File: config.mk
export PLATFORM = sky130hd
export DESIGN_NAME = lane_tx_scheduler
export DESIGN_NICKNAME = d
export VERILOG_FILES = /design/src/rtl/lane_tx_scheduler.sv
export SDC_FILE = /design/constraint.sdc
export NUM_CORES = 1
export LEC_CHECK = 0
export ABC_AREA = 1
export CAP_MARGIN = 20
export CORE_MARGIN = 2
export CORE_UTILIZATION = 38
export DETAILED_ROUTE_END_ITERATION = 8
export PLACE_DENSITY = 0.77
export SLEW_MARGIN = 20
export SYNTH_ARGS = -nofsm -noshare
export SYNTH_HDL_FRONTEND = slang
export SYNTH_SLANG_ARGS = --single-unit
File: constraint.sdc
create_clock -name clk_4f -period 2.3 [get_ports clk_4f]
set_clock_uncertainty 0.2 [all_clocks]
set_input_delay 0.46 -clock clk_4f [delete_from_list [all_inputs] [get_ports clk_4f]]
set_output_delay 0.46 -clock clk_4f [all_outputs]
set_load 0.1 [all_outputs]
File: src/rtl/lane_tx_scheduler.sv
// Round-robin scheduler for the four PHY TX lanes. Each cycle grants at most
// one valid lane (combinational ready_N), registers the popped byte onto a
// single output stream tagged with its source lane, and bounds per-lane bursts
// so a busy lane cannot starve the others. Idle cycles carry IDLE_SYM.
module lane_tx_scheduler #(
    parameter int                 DATA_W    = 8,
    parameter int                 MAX_BURST = 4,
    parameter logic [DATA_W-1:0]  IDLE_SYM  = 8'hBC
) (
    input  logic              clk_4f,
    input  logic              reset,
    input  logic              enable,
    input  logic [DATA_W-1:0] data_0,
    input  logic [DATA_W-1:0] data_1,
    input  logic [DATA_W-1:0] data_2,
    input  logic [DATA_W-1:0] data_3,
    input  logic              valid_0,
    input  logic              valid_1,
    input  logic              valid_2,
    input  logic              valid_3,
    output logic              ready_0,
    output logic              ready_1,
    output logic              ready_2,
    output logic              ready_3,
    output logic [DATA_W-1:0] data_out,
    output logic              valid_out,
    output logic [1:0]        lane_sel
);

    typedef enum logic {
        IDLE = 1'b0,
        BUSY = 1'b1
    } state_t;

    // Burst counter is 4 bits wide, enough for MAX_BURST up to 15.
    localparam logic [3:0] MAX_CNT = 4'(MAX_BURST);

    state_t            state;
    state_t            state_next;
    logic [1:0]        owner;
    logic [3:0]        burst_cnt;
    logic [3:0]        burst_next;
    logic [3:0]        valid_vec;
    logic              others_valid;
    logic              grant_valid;
    logic [1:0]        grant_idx;
    logic [DATA_W-1:0] grant_data;

    assign valid_vec = {valid_3, valid_2, valid_1, valid_0};

    // Grant decision: keep the owner while its burst budget lasts (or nobody
    // else is waiting), otherwise search owner+1, owner+2, owner+3, owner.
    always_comb begin
        // NOTE: every variable driven here gets a default first, so no path
        // leaves it unassigned and no latch is inferred.
        grant_valid  = 1'b0;
        grant_idx    = owner;
        others_valid = 1'b0;
        for (int i = 1; i < 4; i++) begin
            others_valid = others_valid | valid_vec[owner + 2'(i)];
        end
        // Gated by reset so the handshake is dead the instant reset asserts.
        if (enable && !reset) begin
            if (valid_vec[owner] && ((burst_cnt < MAX_CNT) || !others_valid)) begin
                grant_valid = 1'b1;
                grant_idx   = owner;
            end else begin
                // Walk from lowest to highest priority; the last hit wins,
                // which leaves the nearest lane after the owner granted.
                for (int i = 4; i >= 1; i--) begin
                    if (valid_vec[owner + 2'(i)]) begin
                        grant_valid = 1'b1;
                        grant_idx   = owner + 2'(i);
                    end
                end
            end
        end
    end

    // One-hot ready outputs straight from the grant; never depend on any
    // downstream ready, so there is no combinational loop through this block.
    always_comb begin
        ready_0 = grant_valid && (grant_idx == 2'd0);
        ready_1 = grant_valid && (grant_idx == 2'd1);
        ready_2 = grant_valid && (grant_idx == 2'd2);
        ready_3 = grant_valid && (grant_idx == 2'd3);
    end

    // Select the granted lane's byte for registering.
    always_comb begin
        grant_data = data_0;
        case (grant_idx)
            2'd0:    grant_data = data_0;
            2'd1:    grant_data = data_1;
            2'd2:    grant_data = data_2;
            default: grant_data = data_3;
        endcase
    end

    // Next state and burst count: a burst continues only across back-to-back
    // grants to the same owner; the counter saturates instead of wrapping.
    always_comb begin
        state_next = grant_valid ? BUSY : IDLE;
        burst_next = 4'd0;
        if (grant_valid) begin
            if ((grant_idx == owner) && (state == BUSY)) begin
                burst_next = (burst_cnt < MAX_CNT) ? burst_cnt + 4'd1 : burst_cnt;
            end else begin
                burst_next = 4'd1;
            end
        end
    end

    // State register and registered output stream.
    always_ff @(posedge clk_4f or posedge reset) begin
        if (reset) begin
            // Owner starts at 3 so lane 0 is first in the search order.
            state     <= IDLE;
            owner     <= 2'd3;
            burst_cnt <= 4'd0;
            data_out  <= IDLE_SYM;
            valid_out <= 1'b0;
            lane_sel  <= 2'd0;
        end else begin
            // NOTE: non-blocking assignments so every register samples the
            // pre-edge values, independent of statement order.
            state     <= state_next;
            burst_cnt <= burst_next;
            if (grant_valid) begin
                owner     <= grant_idx;
                data_out  <= grant_data;
                valid_out <= 1'b1;
                lane_sel  <= grant_idx;
            end else begin
                // Owner and lane_sel hold so rotation resumes where it left off.
                data_out  <= IDLE_SYM;
                valid_out <= 1'b0;
            end
        end
    end

endmodule

# Yosys cells after proc, flatten, opt, wreduce, memory -nomap -nowiden
# Cells that the tools add are included.
op_classes:
  add_sub_neg: 4
  n_lt_le_gt_ge: 5
  n_eq_ne: 5
  n_mux: 25
  bitwise: 2
  reduce_logical: 11
ops:
  columns: ["operator", "n"]
  rows:
  - ["case mux 8 bit (3 select lines)", 1]
  - ["< comparator 2 x 3 -> 1 bit, second input constant", 4]
  - ["2-to-1 mux 4 bit", 3]
  - ["2-to-1 mux 1 bit", 11]
  - ["2-to-1 mux 2 bit", 5]
  - ["binary-select mux 1 bit (select 2 bit)", 4]
  - ["2-to-1 mux 8 bit", 1]
  - ["logical AND 1 bit", 7]
  - ["adder 2 bit, second input constant", 2]
  - ["adder 4 x 1 -> 4 bit, second input constant", 1]
  - ["== test 2 bit, second input constant", 2]
  - ["< comparator 4 x 3 -> 1 bit, second input constant", 1]
  - ["inequality test 3 bit, second input constant", 1]
  - ["adder 2 x 1 -> 2 bit, second input constant", 1]
  - ["== test 2 x 1 -> 1 bit, second input constant", 1]
  - ["== test 2 bit", 1]
  - ["zero test 1 bit", 2]
  - ["zero test 2 bit", 1]
  - ["bitwise OR 1 bit", 2]
  - ["logical OR 1 bit", 1]
word_totals:
  reg_bits: 17
  in_bits: 39
  wordCells: 57

# Logic depth before layout (Yosys ltp)
# Gate-level depths: netlist of run 1.
depth:
  word_depth: 14
  mapped_depth: 16
  depth_no_buf: 15

# Worst setup path before layout of run 1
# OpenSTA, ideal clock, no wires.
synth_path:
  path_kind: "input port to output port"
  from: "input port reset"
  to: "output port ready_0"
  t_arrival_ps: 3527
  required_time_ps: 1640
  path_slack_ps: -1887
  path_stages: 6
  path_buffers: 1
  cell_sequence: "inv_1 -> nand2_1 -> inv_1 -> o21ai_0 -> buf_2 -> nor3_1"
synth_between:
  elab_chain_len: 5
  word_cells_on_any_way: 6
  classes_between: "2 x mux; 4 x reduce/logical"
synth_lines:
  columns: ["element", "line", "source"]
  rows:
  - ["from (decl)", "11", "input logic reset,"]
  - ["zero test 1 bit (no line) *", null, null]
  - ["logical AND 1 bit *", "63", "if (enable && !reset) begin"]
  - ["2-to-1 mux 2 bit", "63", null]
  - ["zero test 2 bit", "83", "ready_0 = grant_valid && (grant_idx == 2'd0);"]
  - ["logical AND 1 bit *", "83", null]
  - ["to (decl)", "21", "output logic ready_0,"]
# Mark *: on every way between the ends. The rest lies on a longest branch, timed or not.

# Worst setup path after layout of run 1
layout_path:
  from: "register owner[0]"
  to: "output port ready_0"
layout_between:
  elab_chain_len: 12
  word_cells_on_any_way: 29
  classes_between: "3 x add/sub; 19 x mux; 2 x bitwise; 5 x reduce/logical"
layout_lines:
  columns: ["element", "line", "source"]
  rows:
  - ["from (decl)", "40", "logic [1:0] owner;"]
  - ["from (signal assigned)", "130", "owner <= grant_idx;"]
  - ["adder 2 x 1 -> 2 bit / adder 2 bit (equally long branches)", "60, 71, 73", null]
  - ["binary-select mux 1 bit (select 2 bit)", "60, 71", null]
  - ["2-to-1 mux 1 bit (implied by the code)", "60, 71", null]
  - ["bitwise OR 1 bit (2 in a row)", "60", "others_valid = others_valid | valid_vec[owner + 2'(i)];"]
  - ["zero test 1 bit", "64", "if (valid_vec[owner] && ((burst_cnt < MAX_CNT) || !others_valid)) begin"]
  - ["logical OR 1 bit", "64", null]
  - ["logical AND 1 bit", "64", null]
  - ["2-to-1 mux 2 bit", "64", null]
  - ["2-to-1 mux 2 bit", "63", null]
  - ["zero test 2 bit", "83", null]
  - ["logical AND 1 bit *", "83", null]
# Mark *: on every way between the ends. The rest lies on a longest branch, timed or not. The select of a mux whose other input is x is not followed.

==> impl_metrics.csv, run 1 <==
group,metric,value,unit
outcome,outcome,"complete, but fails checks",
outcome,violations,"setup timing",
worst_setup_path,arrival,2320,ps
sta,fmax,335,MHz
power,vdd_ir_drop_max,823,uV
cts,root_buffer,"clkbuf_4",
sta,final-setup-viol-count,17,
detailed_routing,via_per_inst,5.25,
place,io_buffer_count,53,
worst_setup_path,worstPathCellList,"inv_8 -> nand2_4 -> nand2_4 -> nor2_4 -> nand3_4 -> nand2_4 -> nand2_8 -> nand2_4 -> nand2_4 -> nand2_8 -> inv_6 -> nor3_4 -> buf_12",
worst_setup_path,required,1640,ps
logic_synthesis,synthTopCellsByArea,"dfrtp_1 20%, dfstp_2 15%, nand2_1 15%, nand3_1 10%, nor2_1 5.8%",
global_routing,antenna_found_initial,0,
global_routing,grt_pass1_vias,1481,
worst_setup_path,worst_setup_path_start_kind,"flip-flop",
global_routing,grt_pass1_wl,6450,um
logic_synthesis,synthArstFlopShare,100,%
final_layout,nNetsFinal,306,
worst_setup_path,slowest_delay,630,ps
cts,tritoncts,"yes",
cts,clk_latency,310,ps
worst_setup_path,reg2reg_depth,16,
place,dpl.hpwl,2710,um
worst_setup_path,cp_slowest_cell,"dfstp_2",
global_routing,grt_overflow,0,
place,place_congestion,0.827,
worst_setup_path,cp_max_fo,7,
power,leakagePower,1.20,nW
cts,clkTransAtPathRegs,110,ps
detailed_routing,drtIter0Drc,98,
final_layout,fin_area,0.00250,mm^2
die,die-width,60.7,um
global_routing,grt-busiest-layer,"met2",
die,ios,54,
worst_hold_path,hold_class,"reg -> reg",
die,coreArea,0.00305,mm^2
detailed_routing,dr.pass1.iters,4,
logic_synthesis,synth_edf_count,0,
logic_synthesis,synth_seq_cells,17,
logic_synthesis,yosysTopAreaCell,"dfrtp_1",
detailed_routing,wirelength,5090,um
global_routing,grt_max_degree,18,
detailed_routing,remaining_drc_errors,0,
sta,grt_setup_unrepaired,"true",
final_layout,drive_above_1_share,49.4,%
logic_synthesis,synth_top_area_share,20.5,%
worst_setup_path,cp_common_cell,"nand2_4",
sta,setup_tns,-6030,ps
worst_setup_path,rrSetupSlack,-420,ps
logic_synthesis,syn_area,0.00122,mm^2
worst_setup_path,critPathCaptureType,"primary output",
sta,fin_ws,-682,ps
cts,cts_buffer_depth,2,
cts,numCtsBuffers,3,
detailed_routing,vias,1622,
die,fp.dieH,60.7,um
sta,worst_pin_slew,429,ps
logic_synthesis,syn_inst,173,
global_routing,grtUsageTotal,23.5,%
logic_synthesis,synth_fp_nets,213,
worst_setup_path,crit_start,"owner[0]",
die,dieArea,0.00369,mm^2
sta,maxSlewViolCount,0,
worst_hold_path,whs_path_depth,2,
global_routing,use_met2,41.6,%
global_routing,use_met3,5.12,%
worst_setup_path,r2r-end,"data_out[4]",
place,place_area,0.00206,mm^2
sta,hold_viol,0,
final_layout,n_antenna_cell,0,
final_layout,syn2layout_area_growth,105,%
logic_synthesis,seq_area_frac_synth,35.5,%
worst_hold_path,hp-start,"lane_sel[1]",
job,drv_cap,0,
worst_setup_path,crit_type,"reg -> out",
final_layout,fin_cells,309,
logic_synthesis,synth.distinct_cells,28,
die,start_util,40.0,%
sta,post-route-period-util,130,%
cts,cts_sinks,17,
sta,layout_min_cycle_time,2980,ps
die,rows,20,
sta,max_slew_margin,71.3,%
worst_hold_path,holdPathEnd,"lane_sel[1]",
detailed_routing,antenna_left,0,
logic_synthesis,syn_avg_cell_area,7.07,um^2
logic_synthesis,synth_top_flop_cell,"dfrtp_1",
global_routing,met1_usage,29.3,%
logic_synthesis,yosysWarnings,0,
power,power.density,1390,mW/mm^2
worst_setup_path,r2r_start,"owner[0]",
detailed_routing,wire_per_inst,16.5,um
place,numPlacedInstances,288,
final_layout,final_util,82.0,%
cts,cts_htree_levels,1,
-- metal layers --
metal	part of all wire (%)	routed length, um
met1	39	1990
met2	51	2610
met5	0	0
met3	7.4	377
met4	2.3	115
-- layout make-up --
type / instances / area, um^2
clock inverters: 1 / 5.00
clock buffers: 3 / 22.5
well taps: 44 / 55.1
repair buffers: 92 / 941
multi-input cells: 130 / 946
inverters: 22 / 98.8
fillers: 187 / 551
flip-flops and latches: 17 / 434
-- cell usage in the layout (no fill, tap or decap), types with 2 or more instances in the layout --
cell and n:
buf_4 38, clkdlybuf4s50_1 35, nand2_1 24, nand3_1 19, nand2_2 18, inv_1 14
nand2_4 13, nor2_1 13, dfrtp_1 10, buf_12 10, dfstp_2 7, nand3_4 6
buf_6 6, nor2_4 5, inv_2 5, o21ai_2 3, o21ai_1 3, nand4_1 3
nand3_2 3, nor3_1 3, clkbuf_4 3, dlymetal6s2s_1 3, a21oi_2 2, nand2_8 2
nor2_2 2, a21oi_1 2
-- cell families after synthesis --
kind of cell	synth area share, %
adder cells (fa/ha/maj)	1.02
buffers and inverters	11.1
AND/OR/NAND/NOR	45.3
XOR/XNOR	0.717
flip-flops	35.5
AO/OA/AOI/OAI	5.53
multiplexers	0.819
-- power breakdown --
part	leakage (nW)	switching (W)	internal, W	total (W)
registers	0.206	0.0000725	0.000403	0.000475
logic	0.980	0.00172	0.00110	0.00282
clock network	0.0177	0.000108	0.0000650	0.000173
total	1.20	0.00190	0.00157	0.00347
-- cells in the mapped netlist (2+ instances only) --
master	number
nand2_2	5
nand4_1	3
dfstp_2	7
inv_1	15
nand3_2	3
nand3_1	25
nor3_1	4
nand2_1	48
dfrtp_1	10
o21ai_1	4
buf_6	2
nor2_1	19
o21ai_0	3
nand2_4	4
a21oi_1	5
inv_2	4
-- stage by stage --
stage / power, W / worst slack, ps / hold WS (ps)
5_1_grt: 0.00363 / -766 / 337
2_1_floorplan: 0.00186 / -596 / 95.2
3_3_place_gp: 0.00247 / -542 / 274
6_report: 0.00347 / -682 / 313
3_5_place_dp: 0.00250 / -600 / 287
4_1_cts: 0.00295 / -594 / 312
-- flip-flops by register name, summed over array words and instances (netlist names) --
name and cells:
owner 2, burst_cnt 4, state 1, lane_sel 2
data_out 8
-- worst max-delay path: cells and delay by family (launching register included) --
family                 cells  cell delay, ps
AND/OR/NAND/NOR           10            1060
buffers and inverters      3             310
flip-flops                 1             630
-- how the worst max path moves through the flow --
stage,to,slack (ps),cells after the start
floorplan,ready_0,-600,13
global placement,ready_0,-540,12
detailed placement,ready_1,-600,12
CTS,ready_3,-590,14
global route,ready_0,-770,13
finish,ready_0,-680,13
-- repair_timing --
item | 4_1_cts | 5_1_grt
hold buffers | 0 | 0
pin swaps | 15 | 37
buffers inserted | 10 | 7
endpoints found under the setup margin | 12 | 17
resized for setup | 25 | 45
Power figures use the tool's default switching activity.
==> run 2, diff against run 1 <==
--- a/config.mk
+++ b/config.mk
@@ -7,10 +7,11 @@
 export LEC_CHECK = 0
 export ABC_AREA = 1
 export CAP_MARGIN = 20
+export CORE_ASPECT_RATIO = 1.75
 export CORE_MARGIN = 2
-export CORE_UTILIZATION = 38
+export CORE_UTILIZATION = 42
 export DETAILED_ROUTE_END_ITERATION = 8
-export PLACE_DENSITY = 0.77
+export PLACE_DENSITY = 0.8
 export SLEW_MARGIN = 20
 export SYNTH_ARGS = -nofsm -noshare
 export SYNTH_HDL_FRONTEND = slang
==> constraint.sdc (replaced) <==
create_clock -name clk_4f -period 3.4 [get_ports clk_4f]
set_clock_uncertainty 0.2 [all_clocks]
set_input_delay 0.68 -clock clk_4f [delete_from_list [all_inputs] [get_ports clk_4f]]
set_output_delay 0.68 -clock clk_4f [all_outputs]
set_load 0.1 [all_outputs]
==> run 2 against run 1 <==
Net effect:
- the flow now finishes without violations
- count of clock-buffer cells in the layout unchanged
- wire length decreased by 30%
- core utilization decreased by 8.9 points
- power decreased by 47%
- sequential power decreased by 32%
- sequential share of layout area increased by 4.2 points
- first-iteration DRC count decreased by 72%
- cell area decreased by 20%
- largest power group unchanged
- highest routed layer unchanged
==> impl_metrics.csv, run 2 (synthesis results as in run 1) <==
group,metric,value,unit
final_layout,final_cell_mix,"46 x nand2_1, 37 x clkdlybuf4s50_1, 29 x buf_4",
job,drv_cap,0,
detailed_routing,drtIter0Drc,27,
die,start_util,44.4,%
cts,clkTransAtPathRegs,70,ps
final_layout,syn2layout_area_growth,64.5,%
detailed_routing,wirelength,3590,um
die,fp.dieH,75.4,um
final_layout,drive_above_1_share,30.7,%
global_routing,grt_overflow,0,
global_routing,use_met3,2.61,%
worst_setup_path,worst_setup_path_start_kind,"input port",
worst_setup_path,cp_slowest_cell,"clkdlybuf4s50_1",
global_routing,grt_pass1_vias,1305,
cts,cts_buffer_depth,2,
worst_setup_path,critPathCaptureType,"primary output",
final_layout,n_antenna_cell,0,
global_routing,grt_pass1_wl,5580,um
global_routing,met1_usage,23.9,%
global_routing,grt-busiest-layer,"met2",
cts,cts_htree_levels,1,
die,dieArea,0.00337,mm^2
sta,max_slew_margin,81.2,%
global_routing,grt_max_degree,18,
sta,post-route-period-util,99.2,%
final_layout,final_util,73.0,%
die,rows,25,
global_routing,antenna_found_initial,0,
final_layout,final_common_cell,"nand2_1",
die,die-width,44.8,um
outcome,outcome,"finished clean",
global_routing,use_met2,42.5,%
sta,fmax,296,MHz
place,dpl.hpwl,2680,um
detailed_routing,via_per_inst,5.11,
final_layout,top_regs,"data_out (8), burst_cnt (4)",
sta,hold_viol,0,
sta,maxSlewViolCount,0,
final_layout,fin_area,0.00201,mm^2
power,power.density,909,mW/mm^2
worst_setup_path,critPathBufInv,3,
power,vdd_ir_drop_max,618,uV
detailed_routing,wire_per_inst,13.2,um
final_layout,num-fill-cells,208,
cts,clk_latency,250,ps
die,coreArea,0.00275,mm^2
final_layout,largest_reg_flops,8,
worst_setup_path,crit_type,"in -> out",
worst_setup_path,cp_max_fo,6,
global_routing,grtUsageTotal,22.6,%
sta,final-setup-viol-count,0,
worst_setup_path,cp_top_family,"simple AND/OR/NAND/NOR gates",
die,ios,54,
cts,root_buffer,"clkbuf_8",
final_layout,nNetsFinal,285,
cts,tritoncts,"yes",
worst_setup_path,worstPathCellList,"clkdlybuf4s50_1 -> nand2_1 -> nand2_2 -> nor2_1 -> nand3_2 -> nand2_1 -> nand2_2 -> nand2_1 -> nand2_2 -> nand2_4 -> inv_6 -> nor3_4 -> buf_12",
detailed_routing,antenna_left,0,
sta,worst_hold_slack,331,ps
worst_hold_path,hold_class,"reg -> reg",
place,place_area,0.00184,mm^2
sta,layout_min_cycle_time,3370,ps
detailed_routing,remaining_drc_errors,0,
cts,holdBufCountCts,0,
worst_setup_path,slowest_delay,430,ps
worst_setup_path,required,2520,ps
worst_setup_path,arrival,2490,ps
power,leakagePower,0.999,nW
final_layout,top_register,"data_out",
place,io_buffer_count,53,
detailed_routing,vias,1386,
cts,cts_sinks,17,
sta,worst_pin_slew,281,ps
detailed_routing,dr.pass1.iters,4,
cts,numCtsBuffers,3,
place,place_congestion,0.863,
run 2: cell count changes in the layout (fill, tap and decap cells not counted), moves of 3 or more:
cell and delta:
nand3_1 +3, nand2_2 -11, nor2_1 +3, clkbuf_8 +3
nand2_1 +22, buf_12 -6, buf_4 -9, buf_6 -6
clkbuf_4 -3, nand2_4 -9, nand3_4 -5, o21ai_2 -3
run 2: path summary, 6_finish.rpt:
path | start | endpoint | slack (ps) | cells past startpoint
max in group asynchronous | reset | data_out[5] | 2140 | 3
hold / removal | burst_cnt[3] | burst_cnt[3] | 330 | 2
setup reg to reg | owner[0] | burst_cnt[0] | 760 | 17
min in group asynchronous | reset | data_out[6] | 600 | 3
hold reg to reg | burst_cnt[3] | burst_cnt[3] | 330 | 2
setup / recovery | valid_2 | ready_0 | 30 | 13
run 2: power breakdown:
group	switching [W]	internal, W	total [W]
sequential	0.0000531	0.000272	0.000325
clock	0.0000707	0.0000823	0.000153
combinational	0.000888	0.000461	0.00135
total	0.00101	0.000816	0.00183
run 2: layer usage:
| layer | part of all wire, % | vias up |
|---|---|---|
| met2 | 58 | 42 |
| met4 | 2.9 | 0 |
| met3 | 3.8 | 8 |
| met5 | 0 | - |
| li1 | - | 693 |
| met1 | 36 | 643 |
run 2: area by class of cell:
cell class	count	area [um^2]	share of cell area, %
clock buffer	3	41.3	2.05
multi-input combinational	130	718	35.7
tap	27	33.8	1.68
inverter	22	95.1	4.73
timing repair buffer	71	681	33.9
sequential	17	434	21.6
clock inverter	1	7.51	0.373
run 2: per-stage QoR:
step                cells  setup WS [ps]  total power, W  TNS, ps
floorplan             173           -393         0.00123     -493
global placement      259           24.4         0.00151        0
detailed placement    259           19.4         0.00153        0
CTS                   263           12.8         0.00169        0
global route          271          -71.7         0.00195     -219
finish                271           27.0         0.00183        0
run 2: timing repair:
item,in CTS,in global routing
gates resized for setup,0,13
setup endpoints to repair,0,4
buffers inserted,0,8
run 2: worst register-to-register path, cell delays in order (launching register included):
cell and delay (ps):
dfstp_2 680, inv_8 70, nand2_2 80, nand2_2 70, nor2_1 170, nand3_2 100
nand2_1 90, nand2_2 100, nand2_1 100, nand2_2 60, nand2_4 140, inv_6 60
buf_4 130, buf_4 160, nand2_1 60, nand2_1 100, o21ai_1 140, inv_1 50
==> run 3, diff against run 2 <==
--- a/config.mk
+++ b/config.mk
@@ -11,6 +11,7 @@
 export CORE_MARGIN = 2
 export CORE_UTILIZATION = 42
 export DETAILED_ROUTE_END_ITERATION = 8
+export HOLD_SLACK_MARGIN = 0.15
 export PLACE_DENSITY = 0.8
 export SLEW_MARGIN = 20
 export SYNTH_ARGS = -nofsm -noshare
==> results of run 3 <==
Same layout as run 2: the final DEF is identical, and so are final timing and power.
